### src/rtl/rmt_wrapper.sv
// rmt_wrapper: single-stage match-action block on an AXI-Stream packet path.
// Beat 0 of each packet is parsed. UDP config packets (dst port 0xF1F2) program
// the op table and are dropped. Data packets that hit a valid entry get bytes
// 56-59 overwritten with (A op B). The output is one register stage with
// standard valid/ready backpressure.
// Optional build macro: RMT_CSUM_ZERO_EN zeroes the UDP checksum (bytes 44-45)
// of every modified packet.
module rmt_wrapper #(
    parameter int unsigned C_S_AXIS_DATA_WIDTH  = 512,
    parameter int unsigned C_S_AXIS_TUSER_WIDTH = 128,
    parameter int unsigned C_M_AXIS_DATA_WIDTH  = 512,
    parameter int unsigned C_S_AXI_DATA_WIDTH   = 32,
    parameter int unsigned C_S_AXI_ADDR_WIDTH   = 12,
    parameter logic [31:0] C_BASEADDR           = 32'h80000000,
    parameter int unsigned PHV_ADDR_WIDTH       = 4
) (
    input  logic                              clk,
    input  logic                              aresetn,
    input  logic [C_S_AXIS_DATA_WIDTH-1:0]    s_axis_tdata,
    input  logic [C_S_AXIS_DATA_WIDTH/8-1:0]  s_axis_tkeep,
    input  logic [C_S_AXIS_TUSER_WIDTH-1:0]   s_axis_tuser,
    input  logic                              s_axis_tvalid,
    output logic                              s_axis_tready,
    input  logic                              s_axis_tlast,
    output logic [C_M_AXIS_DATA_WIDTH-1:0]    m_axis_tdata,
    output logic [C_M_AXIS_DATA_WIDTH/8-1:0]  m_axis_tkeep,
    output logic [C_S_AXIS_TUSER_WIDTH-1:0]   m_axis_tuser,
    output logic                              m_axis_tvalid,
    input  logic                              m_axis_tready,
    output logic                              m_axis_tlast
);

    localparam int unsigned DATA_W  = C_M_AXIS_DATA_WIDTH;
    localparam int unsigned KEEP_W  = DATA_W / 8;
    localparam int unsigned USER_W  = C_S_AXIS_TUSER_WIDTH;
    localparam int unsigned ENTRIES = 1 << PHV_ADDR_WIDTH;
    localparam int unsigned KEY_W   = 16;
    localparam int unsigned OP_W    = 8;
    localparam int unsigned WORD_W  = 32;

    // Byte offsets inside beat 0
    localparam int unsigned VLAN_TPID_OFF = 12;
    localparam int unsigned ETHTYPE_OFF   = 16;
    localparam int unsigned IP_PROTO_OFF  = 27;
    localparam int unsigned DPORT_OFF     = 40;
    localparam int unsigned CSUM_OFF      = 44;
    localparam int unsigned IDX_OFF       = 46;
    localparam int unsigned CKEY_OFF      = 47;
    localparam int unsigned COP_OFF       = 49;
    localparam int unsigned CVLD_OFF      = 50;
    localparam int unsigned DKEY_OFF      = 46;
    localparam int unsigned OPA_OFF       = 48;
    localparam int unsigned OPB_OFF       = 52;
    localparam int unsigned RES_OFF       = 56;

    localparam logic [OP_W-1:0] OP_ADD = 8'd1;
    localparam logic [OP_W-1:0] OP_SUB = 8'd2;
    localparam logic [OP_W-1:0] OP_AND = 8'd3;
    localparam logic [OP_W-1:0] OP_OR  = 8'd4;
    localparam logic [OP_W-1:0] OP_XOR = 8'd5;

`ifdef RMT_CSUM_ZERO_EN
    localparam bit CSUM_ZERO = 1'b1;
`else
    localparam bit CSUM_ZERO = 1'b0;
`endif

    // Reserved AXI-Lite parameters have no function here
    logic unused_c;
    assign unused_c = ^{C_S_AXI_DATA_WIDTH, C_S_AXI_ADDR_WIDTH, C_BASEADDR};

    function automatic logic [7:0] pkt_byte(input logic [DATA_W-1:0] d, input int unsigned n);
        return d[8*n +: 8];
    endfunction

    function automatic logic [15:0] be16(input logic [DATA_W-1:0] d, input int unsigned n);
        return {pkt_byte(d, n), pkt_byte(d, n + 1)};
    endfunction

    function automatic logic [31:0] be32(input logic [DATA_W-1:0] d, input int unsigned n);
        return {be16(d, n), be16(d, n + 2)};
    endfunction

    // Packet-position state and table
    logic                        beat0_q, beat0_d;
    logic                        drop_q, drop_d;
    logic [KEY_W-1:0]            tbl_key_q [ENTRIES];
    logic [OP_W-1:0]             tbl_op_q  [ENTRIES];
    logic [ENTRIES-1:0]          tbl_vld_q;

    // Output register stage
    logic                        m_valid_q, m_valid_d;
    logic [DATA_W-1:0]           m_data_q, m_data_d;
    logic [KEEP_W-1:0]           m_keep_q, m_keep_d;
    logic [USER_W-1:0]           m_user_q, m_user_d;
    logic                        m_last_q, m_last_d;

    logic                        s_ready_c;
    logic                        accept_c;
    logic                        is_udp_c;
    logic                        is_cfg_c;
    logic                        cfg_wr_c;
    logic [PHV_ADDR_WIDTH-1:0]   cfg_idx_c;
    logic [KEY_W-1:0]            data_key_c;
    logic                        hit_c;
    logic [OP_W-1:0]             hit_op_c;
    logic [WORD_W-1:0]           op_a_c, op_b_c;
    logic [WORD_W-1:0]           alu_res_c;
    logic                        alu_en_c;
    logic                        modify_c;
    logic                        drop_beat_c;
    logic [DATA_W-1:0]           mod_data_c;

    assign s_ready_c     = !m_valid_q || m_axis_tready;
    assign accept_c      = s_axis_tvalid && s_ready_c;
    assign s_axis_tready = s_ready_c;

    assign m_axis_tvalid = m_valid_q;
    assign m_axis_tdata  = m_data_q;
    assign m_axis_tkeep  = m_keep_q;
    assign m_axis_tuser  = m_user_q;
    assign m_axis_tlast  = m_last_q;

    // Header classification and field extraction from the current beat
    always_comb begin
        is_udp_c   = (be16(s_axis_tdata, VLAN_TPID_OFF) == 16'h8100) &&
                     (be16(s_axis_tdata, ETHTYPE_OFF) == 16'h0800) &&
                     (pkt_byte(s_axis_tdata, IP_PROTO_OFF) == 8'h11);
        is_cfg_c   = is_udp_c && (be16(s_axis_tdata, DPORT_OFF) == 16'hF1F2);
        cfg_idx_c  = s_axis_tdata[8*IDX_OFF +: PHV_ADDR_WIDTH];
        data_key_c = be16(s_axis_tdata, DKEY_OFF);
        op_a_c     = be32(s_axis_tdata, OPA_OFF);
        op_b_c     = be32(s_axis_tdata, OPB_OFF);
    end

    // Parallel key match against the pre-write table; lowest index wins
    always_comb begin
        hit_c    = 1'b0;
        hit_op_c = '0;
        for (int i = ENTRIES - 1; i >= 0; i--) begin
            if (tbl_vld_q[i] && (tbl_key_q[i] == data_key_c)) begin
                hit_c    = 1'b1;
                hit_op_c = tbl_op_q[i];
            end
        end
    end

    // 32-bit action unit; unknown opcodes behave as NOP
    always_comb begin
        alu_en_c  = 1'b1;
        alu_res_c = '0;
        case (hit_op_c)
            OP_ADD:  alu_res_c = op_a_c + op_b_c;
            OP_SUB:  alu_res_c = op_a_c - op_b_c;
            OP_AND:  alu_res_c = op_a_c & op_b_c;
            OP_OR:   alu_res_c = op_a_c | op_b_c;
            OP_XOR:  alu_res_c = op_a_c ^ op_b_c;
            default: alu_en_c  = 1'b0;
        endcase
    end

    // Rewrite of the result field (and optionally the checksum) on a hit
    always_comb begin
        modify_c   = beat0_q && is_udp_c && !is_cfg_c && hit_c && alu_en_c &&
                     s_axis_tkeep[RES_OFF + 3];
        mod_data_c = s_axis_tdata;
        if (modify_c) begin
            for (int i = 0; i < 4; i++) begin
                mod_data_c[8*(RES_OFF + i) +: 8] = alu_res_c[8*(3 - i) +: 8];
            end
            if (CSUM_ZERO) begin
                mod_data_c[8*CSUM_OFF +: 16] = '0;
            end
        end
    end

    // Next-state for packet tracking and the output stage
    always_comb begin
        beat0_d     = beat0_q;
        drop_d      = drop_q;
        cfg_wr_c    = 1'b0;
        drop_beat_c = 1'b0;
        m_valid_d   = m_valid_q;
        m_data_d    = m_data_q;
        m_keep_d    = m_keep_q;
        m_user_d    = m_user_q;
        m_last_d    = m_last_q;
        if (s_ready_c) begin
            m_valid_d = 1'b0;
        end
        if (accept_c) begin
            beat0_d = s_axis_tlast;
            if (beat0_q) begin
                drop_beat_c = is_cfg_c;
                cfg_wr_c    = is_cfg_c;
                drop_d      = is_cfg_c && !s_axis_tlast;
            end else begin
                drop_beat_c = drop_q;
                if (s_axis_tlast) begin
                    drop_d = 1'b0;
                end
            end
            if (!drop_beat_c) begin
                m_valid_d = 1'b1;
                m_data_d  = mod_data_c;
                m_keep_d  = s_axis_tkeep;
                m_user_d  = s_axis_tuser;
                m_last_d  = s_axis_tlast;
            end
        end
    end

    // Packet-position and output registers
    always_ff @(posedge clk or posedge aresetn) begin
        if (aresetn) begin
            beat0_q   <= 1'b1;
            drop_q    <= 1'b0;
            m_valid_q <= 1'b0;
            m_data_q  <= '0;
            m_keep_q  <= '0;
            m_user_q  <= '0;
            m_last_q  <= 1'b0;
        end else begin
            beat0_q   <= beat0_d;
            drop_q    <= drop_d;
            m_valid_q <= m_valid_d;
            m_data_q  <= m_data_d;
            m_keep_q  <= m_keep_d;
            m_user_q  <= m_user_d;
            m_last_q  <= m_last_d;
        end
    end

    // Op table write from config beat 0
    always_ff @(posedge clk or posedge aresetn) begin
        if (aresetn) begin
            tbl_vld_q <= '0;
            for (int i = 0; i < ENTRIES; i++) begin
                tbl_key_q[i] <= '0;
                tbl_op_q[i]  <= '0;
            end
        end else if (cfg_wr_c) begin
            tbl_key_q[cfg_idx_c] <= be16(s_axis_tdata, CKEY_OFF);
            tbl_op_q[cfg_idx_c]  <= pkt_byte(s_axis_tdata, COP_OFF);
            tbl_vld_q[cfg_idx_c] <= s_axis_tdata[8*CVLD_OFF];
        end
    end

endmodule

### config.mk
export PLATFORM = sky130hd
export DESIGN_NAME = rmt_wrapper
export DESIGN_NICKNAME = d
export VERILOG_FILES = /design/src/rtl/rmt_wrapper.sv
export SDC_FILE = /design/constraint.sdc
export NUM_CORES = 2
export LEC_CHECK = 0
export ABC_CLOCK_PERIOD_IN_PS = 101300
export CORE_AREA = 3 3 548 550
export CTS_CLUSTER_DIAMETER = 30
export DETAILED_ROUTE_END_ITERATION = 6
export DIE_AREA = 0 0 551 553
export HOLD_SLACK_MARGIN = 0.03
export PLACE_DENSITY = 0.39
export SYNTH_ARGS = -nofsm -noshare
export SYNTH_HDL_FRONTEND = slang
export SYNTH_SLANG_ARGS = --single-unit
export TNS_END_PERCENT = 1
### constraint.sdc
create_clock -name clk -period 101.3 [get_ports clk]
set_input_delay 15.195 -clock clk [delete_from_list [all_inputs] [get_ports clk]]
set_output_delay 15.195 -clock clk [all_outputs]
set_load 0.02 [all_outputs]
== After elaboration in Yosys (flattened, before gate mapping) ==
Index checks and enable logic that the tools add are counted.
Storage, ports and cells
  register bits after elaboration: 1108
  input bits: 709
  output and inout port bits: 707
  word-level logic and storage cells: 165
Operators by class
  add/subtract/negate cells: 2
  order comparisons: 4
  eq/ne operators: 25
  mux-type cells: 53
  bitwise gates (word level): 5
  reduce and logical (&&, ||, !) cells: 36
Operator list (count)
  $bwmux 256: 1
  $eq 16x16->1: 16
  $pmux 32 s5: 1
  $mux 8: 17
  $bwmux 128: 1
  $demux 16 s4: 1
  $add 32x32->32: 1
  $and 32x32->32: 1
  $demux 8 s4: 1
  $eq 16x16->1 const B: 2
  $mux 32: 1
  $or 32x32->32: 1
  $sub 32x32->32: 1
  $xor 32x32->32: 1
  $logic_and 1x1->1: 28
  $mux 1: 27
  $bwmux 16: 1
  $eq 16x12->1 const B: 1
  $eq 8x2->1 const B: 2
  $eq 8x3->1 const B: 2
  $mux 16: 1
  $eq 8x1->1 const B: 1
  $eq 8x5->1 const B: 1
  $ge 5x5->1 const B: 1
  other kinds (11): 14

== Longest topological paths before layout ==
  depth after elaboration: 24
  depth in mapped cells: 35
  depth with buffers taken out: 30

== Least setup slack after synthesis ==
No wires, ideal clock.
  path type: input port to output port
  start: input m_axis_tready
  end: output s_axis_tready
  arrival: 15.442 ns
  data required time: 86.105 ns
  slack: 70.663 ns
  cell stages on the path: 1
  path buffers: 0
  cell sequence: nand2b_1
Between the ends
  word-level cells in the longest chain between the ends: 1
Ends and longest elaborated chain
  start, declared: RTL line 29  | input logic m_axis_tready,
  $logic_or 1x1->1: RTL line 114  | assign s_ready_c = !m_valid_q || m_axis_tready;
  end, declared: RTL line 23  | output logic s_axis_tready,
No other way between the ends.

== Final worst setup path ==
Ends and elaborated chain as after synthesis.

==> reports/results.txt <==
Status - completed
Pin count of the biggest net entering global routing - 179
Final WS setup - 69.67 ns
Final hold slack - 0.4669 ns
Area growth syn-to-layout - 62.33%
Slew margin rel. - 0.1938
Dpl ws - 69.68 ns
CP required - 86.10 ns
DRC - 0
First drt pass iteration count - 5
WL final - 394500 um
DIE AREA - 0.3047 mm^2
ANT nets after route - 0
Initial antenna violation count - 204
Total grt overflow - 0
Slew of the pin with the lowest slew margin - 1.198 ns
DR iter-0 viols - 3696
Synth unique cells - 93
Post-Syn Instances - 5419
Worst-case clock buffer depth - 4
Share of cells above drive strength 1 - 0.1610
Power Dens Cells - 24.50 mW/mm^2
Clk slew on worst S/H paths - 0.04 ns
Mapped cell area - 0.05161 mm^2
Peak VDD IR - 0.01396 mV
Ports - 1416
Critical Path End Type - primary output
Seq/Total Area, Yosys - 0.5373
Num rows - 200
Crit Path Max Fanout - 4
Pins Over Slew Limit - 0
Final GP Congestion - 1.092
Worst clock skew - 0.08751 ns
Fraction of registers with async set/reset - 1.000
Avg Inst Size Synth - 9.524 um^2
CTS tree - yes
Via Count - 48560
Max capacitance violation total - 0
Hpwl dp - 318400 um
Worst R2R Setup Slack - 92.01 ns
Mapped Nets - 6225
Count of hold buffers inserted by post-cts repair - 0
Nets - 7826
Vias in the first global route - 50400
Global-route wire length before repair - 508600 um
Num CTS Buffers - 397
Largest cells by area after synthesis - dfrtp_1 54%, nand2_1 15%, mux2_2 7.5%
Post-synth EDFFs - 0
Fin. Hold Viols - 0
Root buf cell - clkbuf_16
Clk_lat worst skew - 0.93 ns
Leading area contributor after synthesis - dfrtp_1
Post-CTS Resized - 0
Ys flop type - dfrtp_1
RSZ-0062 raised after global routing - no
Routed wire per std cell - 34.77 um
Top-area cell type share of the netlist area - 0.5368
Period minus WS final - 31.63 ns
Ys Warns - 0
Port bufs - 1415
Fin crit share - 0.3123
Vias/cell - 4.280
Final Setup Violations - 0
Clock Sinks - 1108
Worst Setup Start Kind - input port
Post-CTS Setup Bufs - 0
Die height - 553 um
Die width - 551 um
Seq cells post-synth - 1108
CP arrival - 16.44 ns
Overall Global Routing Usage - 0.2516
F_max - 31.61 MHz
Leak Pwr - 38.73 nW
Min-Delay Path Class - reg -> reg
Core Area - 0.2963 mm^2
Setup TNS - 0 ns
Critical path type - in -> out
CTS HTree Levels - 5
Starting Density - 0.1742
-- worst max-delay path, stage by stage --
cell,delay (ns)
clkdlybuf4s50_1,0.45
nand2b_1,0.16
clkdlybuf4s50_1,0.63
-- flip-flops by register name, summed over array words and instances (netlist names), 16 cells and up --
name	cells
m_axis_tuser	128
m_axis_tkeep	64
tbl_op_q	128
tbl_key_q	256
m_axis_tdata	512
tbl_vld_q	16
-- power by group --
part | switching, mW | internal (mW) | total (mW)
sequential | 0.0322 | 0.484 | 0.516
combinational | 0.209 | 0.115 | 0.325
clock | 0.367 | 0.845 | 1.21
total | 0.608 | 1.44 | 2.05
-- cells by family (layout without fill, tap and decap cells) --
| group | after synthesis | count (layout) | share of synthesized area |
|---|---|---|---|
| simple gates | 2600 | 2600 | 0.2091 |
| flops | 1108 | 1108 | 0.5373 |
| compound gates | 530 | 530 | 0.06619 |
| buf+inv | 417 | 2354 | 0.03372 |
| mux | 352 | 352 | 0.07661 |
| xor+xnor | 315 | 315 | 0.05346 |
| fa+ha+maj | 97 | 97 | 0.02366 |
| other cells | 0 | 52 | 0 |
-- cells in the final DEF, fill, tap and decap left out, types with 10 or more instances in the layout --
cell type,count
a31oi_1,14
dfrtp_1,1107
o21ai_1,56
a21o_1,17
nor4_1,58
xor2_1,157
clkbuf_16,397
a22oi_1,33
a21oi_1,72
and3_1,12
bufinv_16,26
or3_1,10
nand2b_1,17
ha_1,96
mux2_2,344
clkbuf_8,91
and2_1,12
o21ai_0,187
nand4b_1,10
buf_4,95
nor2_1,101
buf_2,21
or2_2,12
clkdlybuf4s50_1,1394
clkbuf_1,81
diode_2,52
clkinv_2,99
inv_1,104
nor4_2,12
nand3_1,62
nor3_1,42
xnor2_1,158
clkinvlp_4,14
o211a_1,24
nand2_1,2128
clkinv_16,10
o221ai_1,11
nand4_1,39
nor2b_1,13
-- final cells by class --
class	instances	area, um^2
inverters	105	401.6
repair buffers	1514	14850
clock buffers	569	11490
clock inverters	166	1966
well taps	3939	4928
diodes	52	130.1
multi-input cells	3894	22280
flip-flops and latches	1108	27730
fillers	31400	212500
-- cells in the mapped netlist (9+ instances only) --
library cell,n
nor4_1,64
o21ai_0,187
inv_1,105
buf_1,11
a221oi_1,9
o211a_1,24
nand4_1,39
nor2b_1,13
nor3_1,47
a31oi_1,15
nand4b_1,10
a21oi_1,72
ha_1,96
xnor2_1,158
buf_6,11
and3_1,12
nand3_1,62
xor2_1,157
buf_2,47
or3_1,11
a21o_1,17
dfrtp_1,1107
nand2_1,2128
mux2_2,344
clkbuf_1,234
buf_4,9
or2_2,12
nand2b_1,17
and2_1,11
a22oi_1,33
nor4_2,9
nor2_1,103
o21ai_1,56
o221ai_1,11
-- worst paths after layout --
kind,from,end,cells after the start
max,m_axis_tready,s_axis_tready,3
min,tbl_op_q[93],tbl_op_q[93],2
max reg2reg,tbl_key_q[42],m_axis_tdata[455],28
min reg2reg,tbl_op_q[93],tbl_op_q[93],2
max in group asynchronous,aresetn,m_axis_tuser[101],7
min in group asynchronous,aresetn,m_axis_tdata[374],2
-- stage by stage --
stage | power [mW] | utilization | instance area (um^2) | std cells
5_1_grt | 2.123 | 0.2825 | 83700 | 11320
3_3_place_gp | 0.8505 | 0.2369 | 70180 | 10560
6_report | 2.053 | 0.2828 | 83780 | 11350
4_1_cts | 2.079 | 0.2823 | 83640 | 11290
3_5_place_dp | 0.8491 | 0.2369 | 70180 | 10560
2_1_floorplan | 0.6284 | - | 51610 | 5419
-- per-layer routing --
layer,vias to the layer above,GRT usage,share of wire
met5,-,0,0.00071
met2,2148,0.4316,0.48
li1,21300,-,-
met3,766,0.09654,0.091
met1,24300,0.2679,0.36
met4,44,0.1260,0.065
Note: power is estimated with default switching activity, not from simulation.
